File: src/rtl/scope_capture_engine.sv
// rtl/scope_capture_engine.sv - N-channel triggered capture into circular RAMs with oldest-first byte dump
//
// Optional feature macro: SCOPE_AUTO_TRIG_EN
//   defined   : WAIT_TRIG forces a trigger after AUTO_TMO accepted samples, flagged on trig_auto
//   undefined : WAIT_TRIG waits indefinitely, trig_auto tied low
//
// Ports:
//   clk, rst               clock, synchronous active-high reset
//   smpl_vld, smpl_data    ADC sample-set strobe and data (channel k at [k*SMPL_W +: SMPL_W])
//   trig_in                asynchronous per-channel trigger comparator outputs
//   trig_src, trig_edge    trigger channel select and polarity (1 = rising)
//   trig_pos               post-trigger sample count (0 = full pre-trigger buffer)
//   decimator              keep 1 of every 2**decimator samples
//   arm, clr_cap_done      start capture / release frozen buffer back to IDLE
//   capture_done           buffer frozen and valid
//   ram_we/addr/wdata      shared write port of the per-channel RAMs
//   ram_rdata              RAM read data, valid 1 cycle after ram_addr
//   dump_req, dump_ch      request an oldest-first stream of one channel
//   dump_data/vld/rdy      sample stream with valid/ready handshake
//   dump_done, dump_err    end-of-dump pulse / rejected-request pulse
//   trig_auto              last capture was auto-triggered

module scope_capture_engine #(
    parameter int NUM_CH     = 3,
    parameter int SMPL_W     = 8,
    parameter int DEPTH_LOG2 = 9,
    parameter int DEC_W      = 4,
    parameter int AUTO_TMO   = 4096,
    localparam int CH_W      = (NUM_CH > 1) ? $clog2(NUM_CH) : 1
) (
    input  logic                       clk,
    input  logic                       rst,
    input  logic                       smpl_vld,
    input  logic [NUM_CH*SMPL_W-1:0]   smpl_data,
    input  logic [NUM_CH-1:0]          trig_in,
    input  logic [CH_W-1:0]            trig_src,
    input  logic                       trig_edge,
    input  logic [DEPTH_LOG2-1:0]      trig_pos,
    input  logic [DEC_W-1:0]           decimator,
    input  logic                       arm,
    output logic                       capture_done,
    input  logic                       clr_cap_done,
    output logic                       ram_we,
    output logic [DEPTH_LOG2-1:0]      ram_addr,
    output logic [NUM_CH*SMPL_W-1:0]   ram_wdata,
    input  logic [NUM_CH*SMPL_W-1:0]   ram_rdata,
    input  logic                       dump_req,
    input  logic [CH_W-1:0]            dump_ch,
    output logic [SMPL_W-1:0]          dump_data,
    output logic                       dump_vld,
    input  logic                       dump_rdy,
    output logic                       dump_done,
    output logic                       dump_err,
    output logic                       trig_auto
);

    localparam int DEPTH  = 2**DEPTH_LOG2;
    localparam int CNT_W  = DEPTH_LOG2 + 1;
    localparam int DCNT_W = (2**DEC_W) - 1;
    localparam logic [CNT_W-1:0] DEPTH_CNT = CNT_W'(DEPTH);

    typedef enum logic [2:0] {IDLE, PRE, WAIT_TRIG, POST, DONE, DUMP} state_t;

    state_t                 state;

    // Capture settings frozen at arm
    logic [CH_W-1:0]        src_l;
    logic                   edge_l;
    logic [DEPTH_LOG2-1:0]  pos_l;
    logic [DEC_W-1:0]       dec_l;

    logic [DCNT_W-1:0]      dec_cnt;
    logic [DCNT_W-1:0]      dec_max;
    logic [DEPTH_LOG2-1:0]  wr_ptr;
    logic [CNT_W-1:0]       pre_cnt;
    logic [CNT_W-1:0]       pre_next;
    logic [CNT_W-1:0]       pre_target;
    logic [DEPTH_LOG2-1:0]  post_cnt;
    logic [DEPTH_LOG2-1:0]  post_next;

    logic [NUM_CH-1:0]      trig_s1;
    logic [NUM_CH-1:0]      trig_s2;
    logic                   trig_sel;
    logic                   trig_prev;
    logic                   trig_det;
    logic                   edge_hit;
    logic                   auto_fire;
    logic                   trig_hit;

    logic [CH_W-1:0]        dch_l;
    logic [CNT_W-1:0]       rd_cnt;
    logic                   rd_ready;
    logic [SMPL_W-1:0]      rd_slice;

    logic                   accept;
    logic                   arm_ok;
    logic                   dump_ok;
    logic                   do_write;
    logic                   dump_hs;
    logic                   dump_load;

    assign dec_max    = DCNT_W'((32'd1 << dec_l) - 32'd1);
    assign accept     = smpl_vld && (dec_cnt == '0);
    assign arm_ok     = arm && (state != DUMP);
    assign pre_next   = pre_cnt + CNT_W'(1);
    assign post_next  = post_cnt + DEPTH_LOG2'(1);
    // trig_pos = 0 gives a target of DEPTH, i.e. a completely filled history
    assign pre_target = DEPTH_CNT - CNT_W'(pos_l);
    assign trig_hit   = trig_det || auto_fire;

    // A request is only honoured from a quiet DONE; arm/clear in the same cycle take precedence
    assign dump_ok = dump_req && (state == DONE) && (int'(dump_ch) < NUM_CH)
                     && !arm && !clr_cap_done;

    // The detection-cycle sample is dropped when there is no post-trigger window
    assign do_write = !arm_ok && accept &&
                      ((state == PRE) || (state == POST) ||
                       ((state == WAIT_TRIG) && !(trig_hit && (pos_l == '0))));

    assign rd_slice  = ram_rdata[dch_l*SMPL_W +: SMPL_W];
    assign dump_hs   = dump_vld && dump_rdy;
    // rd_ready marks that ram_addr has been stable a full cycle, so ram_rdata matches it
    assign dump_load = (state == DUMP) && rd_ready && (rd_cnt != DEPTH_CNT)
                       && (!dump_vld || dump_rdy);

    always_comb begin
        trig_sel = 1'b0;
        for (int i = 0; i < NUM_CH; i++) begin
            if (src_l == CH_W'(i)) begin
                trig_sel = trig_s2[i];
            end
        end
    end

    assign edge_hit = edge_l ? (trig_sel && !trig_prev) : (!trig_sel && trig_prev);

    // Two-flop synchroniser, edge flop, then registered detect pulse
    always_ff @(posedge clk) begin
        if (rst) begin
            trig_s1   <= '0;
            trig_s2   <= '0;
            trig_prev <= 1'b0;
            trig_det  <= 1'b0;
        end else begin
            trig_s1   <= trig_in;
            trig_s2   <= trig_s1;
            trig_prev <= trig_sel;
            trig_det  <= edge_hit;
        end
    end

    always_ff @(posedge clk) begin
        if (rst) begin
            state        <= IDLE;
            src_l        <= '0;
            edge_l       <= 1'b0;
            pos_l        <= '0;
            dec_l        <= '0;
            dec_cnt      <= '0;
            wr_ptr       <= '0;
            pre_cnt      <= '0;
            post_cnt     <= '0;
            dch_l        <= '0;
            rd_cnt       <= '0;
            rd_ready     <= 1'b0;
            capture_done <= 1'b0;
            ram_we       <= 1'b0;
            ram_addr     <= '0;
            ram_wdata    <= '0;
            dump_data    <= '0;
            dump_vld     <= 1'b0;
            dump_done    <= 1'b0;
            dump_err     <= 1'b0;
        end else begin
            ram_we    <= 1'b0;
            dump_done <= 1'b0;
            dump_err  <= dump_req && !dump_ok;

            if (smpl_vld) begin
                dec_cnt <= (dec_cnt >= dec_max) ? '0 : dec_cnt + DCNT_W'(1);
            end

            if (do_write) begin
                ram_we    <= 1'b1;
                ram_addr  <= wr_ptr;
                ram_wdata <= smpl_data;
                wr_ptr    <= wr_ptr + DEPTH_LOG2'(1);
            end

            if (arm_ok) begin
                src_l        <= trig_src;
                edge_l       <= trig_edge;
                pos_l        <= trig_pos;
                dec_l        <= decimator;
                capture_done <= 1'b0;
                wr_ptr       <= '0;
                dec_cnt      <= '0;
                pre_cnt      <= '0;
                post_cnt     <= '0;
                state        <= PRE;
            end else begin
                case (state)
                    IDLE: begin
                    end

                    PRE: begin
                        if (accept) begin
                            pre_cnt <= pre_next;
                            if (pre_next == pre_target) begin
                                state <= WAIT_TRIG;
                            end
                        end
                    end

                    WAIT_TRIG: begin
                        if (trig_hit) begin
                            post_cnt <= '0;
                            if (pos_l == '0) begin
                                capture_done <= 1'b1;
                                state        <= DONE;
                            end else if (accept) begin
                                // Sample coincident with detection is post-trigger sample #1
                                post_cnt <= DEPTH_LOG2'(1);
                                if (pos_l == DEPTH_LOG2'(1)) begin
                                    capture_done <= 1'b1;
                                    state        <= DONE;
                                end else begin
                                    state <= POST;
                                end
                            end else begin
                                state <= POST;
                            end
                        end
                    end

                    POST: begin
                        if (accept) begin
                            post_cnt <= post_next;
                            if (post_next == pos_l) begin
                                capture_done <= 1'b1;
                                state        <= DONE;
                            end
                        end
                    end

                    DONE: begin
                        if (clr_cap_done) begin
                            capture_done <= 1'b0;
                            state        <= IDLE;
                        end else if (dump_ok) begin
                            dch_l    <= dump_ch;
                            ram_addr <= wr_ptr;
                            rd_cnt   <= '0;
                            rd_ready <= 1'b0;
                            state    <= DUMP;
                        end
                    end

                    DUMP: begin
                        if (dump_load) begin
                            dump_data <= rd_slice;
                            dump_vld  <= 1'b1;
                            rd_cnt    <= rd_cnt + CNT_W'(1);
                            ram_addr  <= ram_addr + DEPTH_LOG2'(1);
                            rd_ready  <= 1'b0;
                        end else begin
                            rd_ready <= 1'b1;
                            if (dump_hs) begin
                                dump_vld <= 1'b0;
                                if (rd_cnt == DEPTH_CNT) begin
                                    dump_done <= 1'b1;
                                    state     <= DONE;
                                end
                            end
                        end
                    end

                    default: state <= IDLE;
                endcase
            end
        end
    end

`ifdef SCOPE_AUTO_TRIG_EN
    localparam int TMO_W = $clog2(AUTO_TMO + 1);

    logic [TMO_W-1:0] tmo_cnt;
    logic             trig_auto_q;

    assign auto_fire = (state == WAIT_TRIG) && (tmo_cnt == TMO_W'(AUTO_TMO));
    assign trig_auto = trig_auto_q;

    always_ff @(posedge clk) begin
        if (rst || arm_ok) begin
            tmo_cnt     <= '0;
            trig_auto_q <= 1'b0;
        end else begin
            if (state != WAIT_TRIG) begin
                tmo_cnt <= '0;
            end else if (accept && !auto_fire) begin
                tmo_cnt <= tmo_cnt + TMO_W'(1);
            end
            // A real detection in the same cycle wins; the capture is then not flagged
            if (auto_fire && !trig_det) begin
                trig_auto_q <= 1'b1;
            end
        end
    end
`else
    assign auto_fire = 1'b0;
    // Always low here; AUTO_TMO only matters when the auto-trigger is built in
    assign trig_auto = (AUTO_TMO < 0);
`endif

endmodule

File: config.mk
export PLATFORM = sky130hd
export DESIGN_NAME = scope_capture_engine
export DESIGN_NICKNAME = d
export VERILOG_FILES = /design/src/rtl/scope_capture_engine.sv
export SDC_FILE = /design/constraint.sdc
export NUM_CORES = 1
export LEC_CHECK = 0
export CAP_MARGIN = 20
export CORE_MARGIN = 8
export CORE_UTILIZATION = 53
export CTS_CLUSTER_DIAMETER = 150
export CTS_CLUSTER_SIZE = 14
export DETAILED_ROUTE_END_ITERATION = 10
export GPL_TIMING_DRIVEN = 0
export HOLD_SLACK_MARGIN = 0.02
export PLACE_DENSITY_LB_ADDON = 0.08
export SYNTH_ARGS = -nofsm -noshare
export SYNTH_HDL_FRONTEND = slang
export SYNTH_SLANG_ARGS = --single-unit
File: constraint.sdc
create_clock -name clk -period 4.75 [get_ports clk]
set_input_delay 0.475 -clock clk [delete_from_list [all_inputs] [get_ports clk]]
set_output_delay 0.475 -clock clk [all_outputs]
set_load 0.02 [all_outputs]
==> key figures <==
Synthesis
  • Area of the mapped netlist: 6800 um2
  • Yosys warning total: 0
  • Register area share after synthesis: 0.380
  • Adder-cell share of the synthesized area: 0.0497
  • Cell variety after synth: 58
  • Largest family of logic cells by synthesized area: simple AND/OR/NAND/NOR gates
  • Synth Register Bits: between 100 and 150
  • Mapped Nets: about 960
  • Post-synth EDFFs: 0
  • Ys flop type: dfxtp_1
  • Mux cell area share after synthesis: 0.0162
  • Asr flop ratio synth: 0
  • Avg Inst Size Synth: about 8.0 um2
  • Synth Area in Compound Gates: 0.143
  • Post-Synth Simple-Gate Area: 0.285
  • XOR/XNOR Fraction of Synth Area: 0.0850
  • Post-synthesis cell count: 852

CTS
  • # Post-CTS Setup Buffers: 0
  • CTS HTree Levels: 4
  • CTS tree: built
  • Post-CTS Resized: 0
  • Clk Latency, worst-skew pair: 0.42 ns
  • Total CTS buffers: 17
  • Clk pin slew, worst setup/hold paths: ~0.060 ns
  • Max clock buf depth: 2
  • Clock sink count: ~130
  • CTS root buf: clkbuf_16
  • Hold-fix buffers, CTS: 0

GRT
  • Vias in the first global route: roughly 6400
  • Largest net degree at the start of global routing: 17
  • First-pass GRT wire length: 30800 um
  • GRT Overall Usage: 0.231
  • Initial antenna violation count: 1
  • Gr ovfl total: 0

Floorplan
  • Die Wd: ~130 um
  • Die ar.: between 15000 and 20000 um2
  • Die Y: 129 um
  • Std-Cell Core Area: 12600 um2
  • Num ports: roughly 120
  • Initial Util: 0.541
  • Rows: 41

Detailed routing
  • Met3 routed WL: 1330 um
  • Detailed Route Iter0 Violations: between 400 and 500
  • Total wire length: 18400 um
  • First drt pass iteration count: 6
  • Drt via density: 5.48
  • Drc violations: 0
  • Routed met2 length: 8640 um
  • Routed via count: 6456
  • Wirelength per Cell: 15.6 um
  • Metal1 wirelength: 8120 um
  • Post-DRT Antenna Nets: 0
  • Top Layer Used: met4

Placement
  • Post-DP HPWL: 13500 um
  • Placement Cell Area: between 8000 and 9000 um2
  • GPL Wtd Cong: between 0.8 and 0.9
  • DP Cell Count: 1145
  • I/O Buffers: 121

Critical path
  • Critical Path Sink Type: flop
  • Critical R2R Capture: dec_cnt[12]$_SDFFE_PP0P_
  • CP Class: flop to flop
  • Reg2Reg Depth: 16
  • CP Capture Point: dec_cnt[12]$_SDFFE_PP0P_
  • Reg-to-reg startpoint: dec_l[0]$_SDFFE_PP0P_
  • Worst EP required: between 5 and 6 ns
  • Critical-path maximum fanout: 10
  • Worst Setup SP: dec_l[0]$_SDFFE_PP0P_
  • Reg2Reg Setup Slack: 0.56 ns
  • CP arrival: 4.47 ns
  • CP Launch Type: flop

Timing
  • Period utilization: 0.882
  • RSZ-0062 raised after global routing: no
  • Setup TNS: 0 ns
  • Clock skew: approximately 0.010 ns
  • Relative slew slack: 0.454
  • Fin. max-slew vios: 0
  • Hold Violations, Final: 0
  • Fmax: 239 MHz
  • Worst Tran Pin Value: between 0.8 and 0.9 ns
  • Final min period: 4.19 ns
  • Final setup fails: 0

Finish
  • Final std cells w/o fill: 1178
  • Design Area, Final: 8900 um2
  • Final Core Density: 0.708
  • Final net count: 1095
  • Share of post-route cells with drive strength above 1: 0.0448
  • Area grow syn2layout: 31.0%

Power
  • Peak supply drop: 0.246 mV
  • Leak pwr: 3.19 nW
  • Pwr Density: 325 nW/um2

Job
  • Max Cap Violations: 0

Status
  • Status: finished, final reports clean

Hold path
  • Hold Crit Class: flop to flop
## layout make-up
type	count	area [um2]
Fill cell	1042	3670
Buffer	50	214
Clock inverter	12	229
Multi-Input combinational cell	655	3930
Antenna cell	1	2.50
Clock buffer	20	447
Sequential cell	129	2580
Inverter	18	67.6
Timing Repair Buffer	121	1210
Tap cell	172	215
## stage by stage
stage | hold WS [ns] | setup WS [ns] | total power, mW
3_3_place_gp | 0.420 | 0.656 | 1.42
2_1_floorplan | 0.414 | 1.17 | 1.30
3_5_place_dp | 0.425 | 0.619 | 1.43
6_report | 0.433 | 0.561 | 2.90
4_1_cts | 0.438 | 0.555 | 2.91
5_1_grt | 0.461 | 0.130 | 3.00
## kinds of logic (layout without fill, tap and decap cells)
kind of cell	after synthesis	in the layout
simple gates	392	392
compound gates	158	158
flops	129	129
buf+inv	68	221
xor+xnor	66	66
fa+ha+maj	27	27
mux	11	11
other cells	1	2
## state kept, by name, indices dropped and copies added (netlist names), 2 cells and up
signal	cells
src_l	2
wr_ptr	9
dump_data	8
rd_cnt	10
dec_cnt	15
trig_s1	3
dch_l	2
ram_wdata	24
trig_s2	3
state	3
ram_addr	9
pre_cnt	10
pos_l	9
dec_l	4
post_cnt	9
## worst max-delay path, cell delays in order, from the launching register on
cell and delay (ns):
dfxtp_1 0.35, or2_2 0.34, or3_1 0.36, ha_1 0.27, or2_2 0.31, o21ai_0 0.15, a22o_1 0.15, a21oi_1 0.07
ha_1 0.31, nand4_1 0.11, nor2_1 0.18, a41o_1 0.19, a21oi_1 0.06, o21ai_0 0.40, o21a_1 0.28, clkbuf_1 0.41
nor3_1 0.11
## report_power, final
part           leakage [nW]  total [mW]  internal, mW  switching (mW)
registers              1.05        1.11          1.10          0.0123
clock network         0.317        1.49          1.00           0.492
logic                  1.82       0.291         0.143           0.148
total                  3.19        2.90          2.25           0.652
## worst min path at each step
| stage | end | cells past startpoint | from |
|---|---|---|---|
| 5_1_grt | trig_s2[0]$_SDFF_PP0_ | 1 | trig_s1[0]$_SDFF_PP0_ |
| 3_3_place_gp | trig_s2[0]$_SDFF_PP0_ | 1 | trig_s1[0]$_SDFF_PP0_ |
| 6_report | trig_s2[0]$_SDFF_PP0_ | 1 | trig_s1[0]$_SDFF_PP0_ |
| 2_1_floorplan | trig_s2[0]$_SDFF_PP0_ | 1 | trig_s1[0]$_SDFF_PP0_ |
| 4_1_cts | trig_s2[0]$_SDFF_PP0_ | 1 | trig_s1[0]$_SDFF_PP0_ |
| 3_5_place_dp | trig_s2[0]$_SDFF_PP0_ | 1 | trig_s1[0]$_SDFF_PP0_ |
## metal layers
metal	vias to the layer above	global-route usage
li1	3276	-
met1	2980	0.275
met2	179	0.374
met3	21	0.0842
met4	0	0.0878
met5	-	0
## synth_stat cells (2+ instances only)
| master | instances | area, um2 |
|---|---|---|
| nand4_1 | 16 | 100 |
| o21ai_0 | 27 | 135 |
| nor2_1 | 79 | 297 |
| nand3_1 | 30 | 150 |
| or2_2 | 2 | 12.5 |
| a22oi_1 | 4 | 30.0 |
| nor2b_1 | 12 | 75.1 |
| and4_1 | 8 | 70.1 |
| a21o_1 | 5 | 37.5 |
| or4_1 | 4 | 30.0 |
| nor3_1 | 39 | 195 |
| or3_1 | 7 | 43.8 |
| and2_1 | 4 | 25.0 |
| a2111oi_0 | 3 | 26.3 |
| a221oi_1 | 6 | 52.6 |
| a21oi_1 | 75 | 375 |
| clkbuf_1 | 38 | 143 |
| nor3b_1 | 6 | 45.0 |
| nand2b_1 | 9 | 56.3 |
| nand3b_1 | 10 | 75.1 |
| a211oi_1 | 15 | 113 |
| ha_1 | 27 | 338 |
| nand2_1 | 131 | 492 |
| buf_4 | 5 | 37.5 |
| buf_1 | 6 | 22.5 |
| inv_1 | 18 | 67.6 |
| mux2i_1 | 11 | 110 |
| nor4_1 | 8 | 50.1 |
| dfxtp_1 | 129 | 2580 |
| and3_1 | 16 | 100 |
| xor2_1 | 33 | 289 |
| xnor2_1 | 33 | 289 |
| nor4b_1 | 4 | 35.0 |
| a211o_1 | 2 | 17.5 |
| o21a_1 | 4 | 30.0 |
| nand4b_1 | 2 | 17.5 |
| a31oi_1 | 3 | 18.8 |
## placed cells by master, fill, tap and decap left out, types with 5 or more instances in the layout
| cell type | netlist | routed |
|---|---|---|
| a21oi_1 | 75 | 75 |
| nor3b_1 | 6 | 6 |
| nand2_1 | 131 | 131 |
| clkdlybuf4s50_1 | 0 | 121 |
| nand2b_1 | 9 | 9 |
| nor2_1 | 79 | 79 |
| buf_1 | 6 | 6 |
| dfxtp_1 | 129 | 129 |
| xor2_1 | 33 | 33 |
| a211oi_1 | 15 | 15 |
| xnor2_1 | 33 | 33 |
| nor2b_1 | 12 | 12 |
| a21o_1 | 5 | 5 |
| a221oi_1 | 6 | 6 |
| clkbuf_1 | 38 | 40 |
| nand3_1 | 30 | 30 |
| mux2i_1 | 11 | 11 |
| and4_1 | 8 | 8 |
| buf_4 | 5 | 5 |
| clkbuf_16 | 0 | 17 |
| o21ai_0 | 27 | 27 |
| nand4_1 | 16 | 16 |
| and3_1 | 16 | 16 |
| nand3b_1 | 10 | 10 |
| ha_1 | 27 | 27 |
| bufinv_16 | 0 | 6 |
| inv_1 | 18 | 18 |
| or3_1 | 7 | 7 |
| nor4_1 | 8 | 8 |
| nor3_1 | 39 | 39 |
No activity file was read; power rests on OpenSTA's default activity.
